<file path="src/rtl/arb_req_master.sv">
// Requester-side agent for the round-robin arbiter: turns per-channel burst commands
// into held request lines and reports beat, done, starvation-timeout and protocol-error status.
module arb_req_master #(
  parameter int unsigned NumReq        = 3,
  parameter int unsigned LenW          = 4,
  parameter int unsigned TimeoutCycles = 64
) (
  input  logic                   clk,
  input  logic                   rstN,
  input  logic [NumReq-1:0]      start_in,
  output logic [NumReq-1:0]      start_ready_out,
  input  logic [NumReq*LenW-1:0] len_in,
  output logic [NumReq-1:0]      req_out,
  input  logic [NumReq-1:0]      grant_in,
  output logic [NumReq-1:0]      beat_out,
  output logic [NumReq-1:0]      done_out,
  output logic [NumReq-1:0]      timeout_out,
  output logic                   err_out,
  output logic                   busy_out
);

  localparam int unsigned CntW = (TimeoutCycles > 1) ? $clog2(TimeoutCycles) : 1;
  localparam logic [CntW-1:0] WaitLast = CntW'(TimeoutCycles - 1);

  typedef enum logic [1:0] {
    S_IDLE = 2'd0,
    S_WAIT = 2'd1,
    S_XFER = 2'd2,
    S_DONE = 2'd3
  } state_e;

  logic grant_multi;
  logic grant_orphan;

  assign beat_out     = req_out & grant_in;
  assign busy_out     = ~&start_ready_out;
  assign grant_multi  = |(grant_in & (grant_in - NumReq'(1)));
  assign grant_orphan = |(grant_in & ~req_out);

  // Sticky protocol error: overlapping grants or a grant to a channel not requesting.
  always_ff @(posedge clk) begin
    if (!rstN) begin
      err_out <= 1'b0;
    end else if (grant_multi || grant_orphan) begin
      err_out <= 1'b1;
    end
  end

  for (genvar i = 0; i < NumReq; i++) begin : g_ch
    state_e          st;
    logic [LenW-1:0] rem;
    logic [CntW-1:0] wcnt;
    logic            req_q;
    logic            rdy_q;
    logic            done_q;
    logic            to_q;
    logic            gnt;

    assign gnt                = grant_in[i];
    assign req_out[i]         = req_q;
    assign start_ready_out[i] = rdy_q;
    assign done_out[i]        = done_q;
    assign timeout_out[i]     = to_q;

    // Per-channel burst FSM; outputs are registered alongside the state they describe.
    always_ff @(posedge clk) begin
      if (!rstN) begin
        st     <= S_IDLE;
        rem    <= '0;
        wcnt   <= '0;
        req_q  <= 1'b0;
        rdy_q  <= 1'b1;
        done_q <= 1'b0;
        to_q   <= 1'b0;
      end else begin
        done_q <= 1'b0;
        to_q   <= 1'b0;
        case (st)
          S_IDLE: begin
            if (start_in[i]) begin
              st    <= S_WAIT;
              rem   <= len_in[i*LenW +: LenW];
              wcnt  <= '0;
              req_q <= 1'b1;
              rdy_q <= 1'b0;
            end
          end
          S_WAIT: begin
            if (gnt) begin
              wcnt <= '0;
              if (rem == '0) begin
                st     <= S_DONE;
                req_q  <= 1'b0;
                done_q <= 1'b1;
              end else begin
                rem <= rem - LenW'(1);
                st  <= S_XFER;
              end
            end else if (wcnt == WaitLast) begin
              // Starvation is only reported; the request stays up.
              wcnt <= '0;
              to_q <= 1'b1;
            end else begin
              wcnt <= wcnt + CntW'(1);
            end
          end
          S_XFER: begin
            if (gnt) begin
              if (rem == '0) begin
                st     <= S_DONE;
                req_q  <= 1'b0;
                done_q <= 1'b1;
              end else begin
                rem <= rem - LenW'(1);
              end
            end else begin
              st   <= S_WAIT;
              wcnt <= '0;
            end
          end
          S_DONE: begin
            st    <= S_IDLE;
            rdy_q <= 1'b1;
          end
          default: begin
            st    <= S_IDLE;
            req_q <= 1'b0;
            rdy_q <= 1'b1;
          end
        endcase
      end
    end
  end

endmodule

</file>
<file path="config.mk">
export PLATFORM = sky130hd
export DESIGN_NAME = arb_req_master
export DESIGN_NICKNAME = d
export VERILOG_FILES = /design/src/rtl/arb_req_master.sv
export SDC_FILE = /design/constraint.sdc
export NUM_CORES = 1
export LEC_CHECK = 0
export CAP_MARGIN = 20
export CORE_MARGIN = 2
export CORE_UTILIZATION = 53
export CTS_BUF_LIST = sky130_fd_sc_hd__clkbuf_2 sky130_fd_sc_hd__clkbuf_4 sky130_fd_sc_hd__clkbuf_8
export DETAILED_ROUTE_END_ITERATION = 16
export GPL_ROUTABILITY_DRIVEN = 0
export PLACE_DENSITY = 0.81
export SLEW_MARGIN = 20
export SYNTH_ARGS = -nofsm -noshare
export SYNTH_HDL_FRONTEND = slang
export SYNTH_SLANG_ARGS = --single-unit
export TNS_END_PERCENT = 20
</file>
<file path="constraint.sdc">
create_clock -name clk -period 4.25 [get_ports clk]
set_clock_uncertainty 0.05 [all_clocks]
set_input_delay 1.0625 -clock clk [delete_from_list [all_inputs] [get_ports clk]]
set_output_delay 1.0625 -clock clk [all_outputs]
set_load 0.02 [all_outputs]
</file>
==> results_dict.tcl, run 1 <==
set metrics [dict create \
    worstMarginPinSlew_ps 759.1 \
    setup_violations 0 \
    crit_chain "clkdlybuf4s50_1, inv_1, nor2_1, clkdlybuf4s50_1" \
    synth_top_area_frac 0.3484 \
    initial_core_util 0.5512 \
    syn_inst 342 \
    ctsHoldBuffers 0 \
    crit_required_ps 3140 \
    cts_tree "yes" \
    setup-tns-final_ps 0 \
    run_status "finished, final reports clean" \
    ant_nets 0 \
    firstDrtPassIters 4 \
    layout.nets 403 \
    ys_top_cells_by_area "dfxtp_1 35%, ha_1 8.4%, nor2_1 4.8%" \
    yosys_warnings 0 \
    cp_max_fo 9 \
    slowest_stage "clkdlybuf4s50_1" \
    leakage_nw 1.246 \
    period_share 0.8628 \
    drt-initial-drc-count 155 \
    power_density_mw_per_mm2 639.7 \
    synth-xor-area-share 0.04356 \
    postSynthAreaPerCell_sq_um 8.232 \
    synthArstFlopShare 0 \
    synth_edf_count 0 \
    clk_pin_slew_worst_paths_ps 80 \
    grt_usage 0.2012 \
    max_freq_mhz 272.7 \
    slowest_delay_ps 640 \
    cpMostUsedCell "clkdlybuf4s50_1" \
    vias_per_cell 5.577 \
    grt.overflow.total 0 \
    rows 26 \
    routedWlPerCell_um 13.10 \
    ys_types 50 \
    synth_common_cells "49 x dfxtp_1, 36 x nor2_1, 25 x nand2_1, 23 x a21oi_1, 23 x inv_1" \
    hold_viol 0 \
    place_hpwl_um 4190 \
    hold_class "register to register" \
    ios 37 \
    htreeDepth 2 \
    grt_pass1_wl_um 9791 \
    synth_top_area_cell "dfxtp_1" \
    crit_arrival_ps 2550 \
    peakVddDrop_mv 0.2814 \
    fin_crit_ps 3667 \
    synth_mux_area_frac 0.02844 \
    rsz0062_at_grt "false" \
    synth_flop_cell "dfxtp_1" \
    critical_path_class "primary input to output port" \
    p_clk_frac 0.136 \
    synthAdderAreaFrac 0.08444 \
    syn2layout_area_growth_pct 14.67 \
    cts.sinks 49 \
    maxSlewHeadroom 0.4934 \
    fp.dieH_um 76.88 \
    ys_ff_latch 49 \
    p_sw_mw 0.8759 \
    cts_resized 0 \
    final_layout_size_suffix_gt1_frac 0.04384 \
    die-area_sq_mm 0.005911 \
    cts-root-buf "clkbuf_8" \
    startpoint_type "primary input" \
    antenna_found_initial 0 \
    r2r_slack_ps 2080 \
    drc 0 \
    synth_nets 381 \
    synth-simple-area-share 0.2369 \
    portBuffers 36 \
    clock_path_buffers 2 \
    seqPwrFrac 0.332 \
    core_area_sq_mm 0.005107 \
    cts_made_buffers 5 \
    die_w_um 76.88 \
    fin_area_sq_mm 0.003228 \
    cts_setup_buffers 0 \
    maxCapViolations 0 \
    postPlaceCellArea_sq_mm 0.003137 \
    end_kind "output port" \
    grt_pass1_vias 2200 \
    finalMaxSlewViolations 0 \
    vias 2426 \
    sw_frac_of_total 0.4242 \
    seq_area_frac_synth 0.3484 \
    clock_latency_ps 300 \
    synth_most_common_cell "dfxtp_1" \
    grt_max_degree 29 \
    internal-power_mw 1.189 \
    combPwrFrac 0.532 \
    worst_hold_slack_ps 420.0 \
    synth_top_family_by_area "simple AND/OR/NAND/NOR gates" \
    wl_um 5699 \
    final_util 0.6320 \
    diodes 0 \
    synth_compound_area_frac 0.1773 \
    syn_area_sq_mm 0.002815 \
]
-- layout make-up --
type	count	area, sq um
Sequential cell	49	980.9
Clock buffer	8	91.34
Multi-Input combinational cell	247	1607
Inverter	23	86.33
Timing Repair Buffer	38	375.4
Fill cell	447	1879
Tap cell	70	87.58
-- state kept, by name, indices dropped and copies added (netlist names) --
name,flops
g_ch.wcnt,18
g_ch.rdy_q,3
g_ch.to_q,3
g_ch.rem,12
g_ch.done_q,3
g_ch.req_q,3
err_out,1
g_ch.st,6
-- power groups by stage --
| stage | combinational [mW] | clock [mW] | sequential [mW] |
|---|---|---|---|
| floorplan | 0.878 | 0 | 0.665 |
| global placement | 1.07 | 0 | 0.691 |
| detailed placement | 1.10 | 0 | 0.694 |
| CTS | 1.10 | 0.292 | 0.684 |
| global route | 1.24 | 0.310 | 0.703 |
| finish | 1.10 | 0.281 | 0.685 |
-- routing by layer --
layer / part of all wire / up-vias / GRT usage
li1: - / 1239 / -
met1: 0.46 / 1116 / 0.2570
met2: 0.47 / 63 / 0.3289
met3: 0.047 / 8 / 0.04235
met4: 0.019 / 0 / 0.08364
met5: 0 / - / 0
-- worst paths after layout --
| path | cells after the start | from | endpoint |
|---|---|---|---|
| setup / recovery | 4 | grant_in[0] | beat_out[0] |
| hold / removal | 2 | g_ch[0].rem[1]$_SDFFE_PN0P_ | g_ch[0].rem[1]$_SDFFE_PN0P_ |
| setup reg to reg | 6 | g_ch[0].st[1]$_SDFFE_PN0P_ | g_ch[0].wcnt[1]$_SDFFE_PN0P_ |
| hold reg to reg | 2 | g_ch[0].rem[1]$_SDFFE_PN0P_ | g_ch[0].rem[1]$_SDFFE_PN0P_ |
-- cells in the final DEF, fill, tap and decap left out, drive strengths merged, types with 4 or more instances in the layout --
cell type,count
nor3,9
xnor2,8
and3,5
clkbuf,8
mux2i,8
dfxtp,49
a21oi,23
clkdlybuf4s50,36
nand2b,7
o21ai,17
nor2,36
or3,4
nor4,5
inv,23
a211oi,5
nor2b,9
and2,4
ha,19
xor2,6
o211ai,5
a31oi,5
nand4b,4
nand3,9
nand2,25
-- through the flow --
step	std cells	total power [mW]	setup WS (ps)
2_1_floorplan	342	1.544	1579
3_3_place_gp	427	1.757	624.0
3_5_place_dp	427	1.789	593.8
4_1_cts	435	2.076	596.1
5_1_grt	435	2.250	517.2
6_report	435	2.065	583.2
-- critical path, delay by kind of cell --
family                 cells  cell delay (ps)
AND/OR/NAND/NOR            1              110
buffers and inverters      3             1380
-- cell families after synthesis --
| kind of cell | count (synthesis) |
|---|---|
| flip-flops | 49 |
| AO/OA/AOI/OAI | 76 |
| XOR/XNOR | 14 |
| multiplexers | 8 |
| AND/OR/NAND/NOR | 130 |
| buffers and inverters | 46 |
| adder cells (fa/ha/maj) | 19 |
(Power assumes the default switching activity.)
==> run 2, diff against run 1 <==
ABC_CLOCK_PERIOD_IN_PS = 4250   (was default)
==> results of run 2 <==
The final DEF is identical to that of run 1; final timing and power are the same.
==> run 3, diff against run 2 <==
CTS_BUF_LIST = sky130_fd_sc_hd__clkbuf_4   (was sky130_fd_sc_hd__clkbuf_2 sky130_fd_sc_hd__clkbuf_4 sky130_fd_sc_hd__clkbuf_8)
GPL_TIMING_DRIVEN = 0   (was default)
==> run 3 against run 2 <==
Die area stayed put. Fmax rose by 2.3%. Sequential cell count stayed put. First-iteration DRC count down 12%. Critical endpoint is now beat_out[2].
==> results_dict.tcl, run 3 (same netlist as run 1, synthesis figures left out) <==
set metrics [dict create \
    run_status "finished, final reports clean" \
    rsz0062_at_grt "false" \
    cts_tree "yes" \
    whs_path_depth 2 \
    ff2ff_path_depth 7 \
    r2r-start "g_ch[0].st[0]$_SDFFE_PN0P_" \
    top_register "g_ch.wcnt" \
    hold_viol 0 \
    final_util 0.6448 \
    crit_arrival_ps 2470 \
    power_density_mw_per_mm2 625.9 \
    max_freq_mhz 278.9 \
    ios 37 \
    ctsHoldBuffers 0 \
    largest_reg_flops 18 \
    cp_max_fo 6 \
    finalNonFillerCells 453 \
    htreeDepth 2 \
    vias_per_cell 5.532 \
    vias 2506 \
    maxCapViolations 0 \
    grt_usage 0.2170 \
    drt-initial-drc-count 137 \
    use_met1 0.2786 \
    rows 26 \
    grt_pass1_vias 2338 \
    final_layout_size_suffix_gt1_frac 0.07572 \
    maxSlewHeadroom 0.5778 \
    peakVddDrop_mv 0.3608 \
    fp.dieH_um 76.88 \
    clock_latency_ps 360 \
    grt_pass1_wl_um 10490 \
    grtUsageMet2 0.3579 \
    cts.sinks 49 \
    drc 0 \
    cts_made_buffers 5 \
    cts_resized 0 \
    clock_path_buffers 2 \
    clk_pin_slew_worst_paths_ps 130 \
    hold_end "g_ch[0].rem[1]$_SDFFE_PN0P_" \
    period_share 0.8435 \
    layout.nets 421 \
    r2r_slack_ps 2080 \
    met3_usage 0.04588 \
    startpoint_type "primary input" \
    crit_required_ps 3140 \
    dp_cells 445 \
    grt.overflow.total 0 \
    cts-root-buf "clkbuf_4" \
    place_hpwl_um 4534 \
    hp-start "g_ch[0].rem[1]$_SDFFE_PN0P_" \
    die-area_sq_mm 0.005911 \
    setup_violations 0 \
    setup_ws_ps 665.0 \
    leakage_nw 1.298 \
    routedWlPerCell_um 13.45 \
    core_area_sq_mm 0.005107 \
    die_w_um 76.88 \
    setup-tns-final_ps 0 \
    grt_max_degree 14 \
    critical_path_class "primary input to output port" \
    portBuffers 33 \
    hold_class "register to register" \
    final_common_cell "dfxtp_1" \
    ant_nets 0 \
    wl_um 6095 \
    dpl_worst_slack_ps 670.2 \
    antenna_found_initial 0 \
    fin_crit_ps 3585 \
    reg_top3 "g_ch.wcnt x18, g_ch.rem x12, g_ch.st x6" \
    r2r_end "g_ch[0].wcnt[1]$_SDFFE_PN0P_" \
    end_kind "output port" \
    worstMarginPinSlew_ps 631.9 \
    finalMaxSlewViolations 0 \
    cts_setup_buffers 0 \
    firstDrtPassIters 4 \
    diodes 0 \
    layout_common_cells "49 x dfxtp_1, 36 x nor2_1, 33 x clkdlybuf4s50_1" \
    syn2layout_area_growth_pct 16.98 \
    initial_core_util 0.5512 \
    grt.busiest_layer "met2" \
]
==> run 3: how the worst max path moves through the flow <==
stage	startpoint	slack [ps]	depth (start not counted)	to
after global placement	grant_in[2]	640	4	beat_out[2]
after detailed placement	grant_in[2]	670	4	beat_out[2]
after global routing	grant_in[2]	580	4	beat_out[2]
final	grant_in[2]	660	4	beat_out[2]
after floorplan	grant_in[1]	1580	2	beat_out[1]
after CTS	grant_in[2]	660	4	beat_out[2]
==> run 3: per-layer routing <==
| metal | vias up | share of wire |
|---|---|---|
| li1 | 1278 | - |
| met3 | 6 | 0.044 |
| met2 | 58 | 0.48 |
| met4 | 0 | 0.015 |
| met5 | - | 0 |
| met1 | 1164 | 0.46 |
==> run 3: worst max-delay path, stage by stage <==
cell	delay, ps
clkdlybuf4s50_1	560
inv_1	140
nor2_1	100
clkdlybuf4s50_1	600
==> run 3: cell type report <==
type                            count  area, sq um
Fill cell                         471         1814
Multi-Input combinational cell    247         1607
Sequential cell                    49        980.9
Timing Repair Buffer               33        330.3
Buffer                             23        141.4
Tap cell                           70        87.58
Inverter                           23        86.33
Clock buffer                        8        60.06
==> run 3: report_power, final <==
group	internal, mW	total, mW	switching (mW)
clock	0.0854	0.227	0.142
sequential	0.576	0.687	0.110
combinational	0.508	1.15	0.639
total	1.17	2.06	0.891
==> run 3: per-stage QoR <==
step	hold WS [ps]	area (sq um)	total power, mW
after floorplan	390.9	2815	1.544
after global placement	412.9	3233	1.793
after detailed placement	418.8	3233	1.832
after CTS	439.1	3293	2.061
after global routing	458.6	3293	2.241
final	436.5	3293	2.061
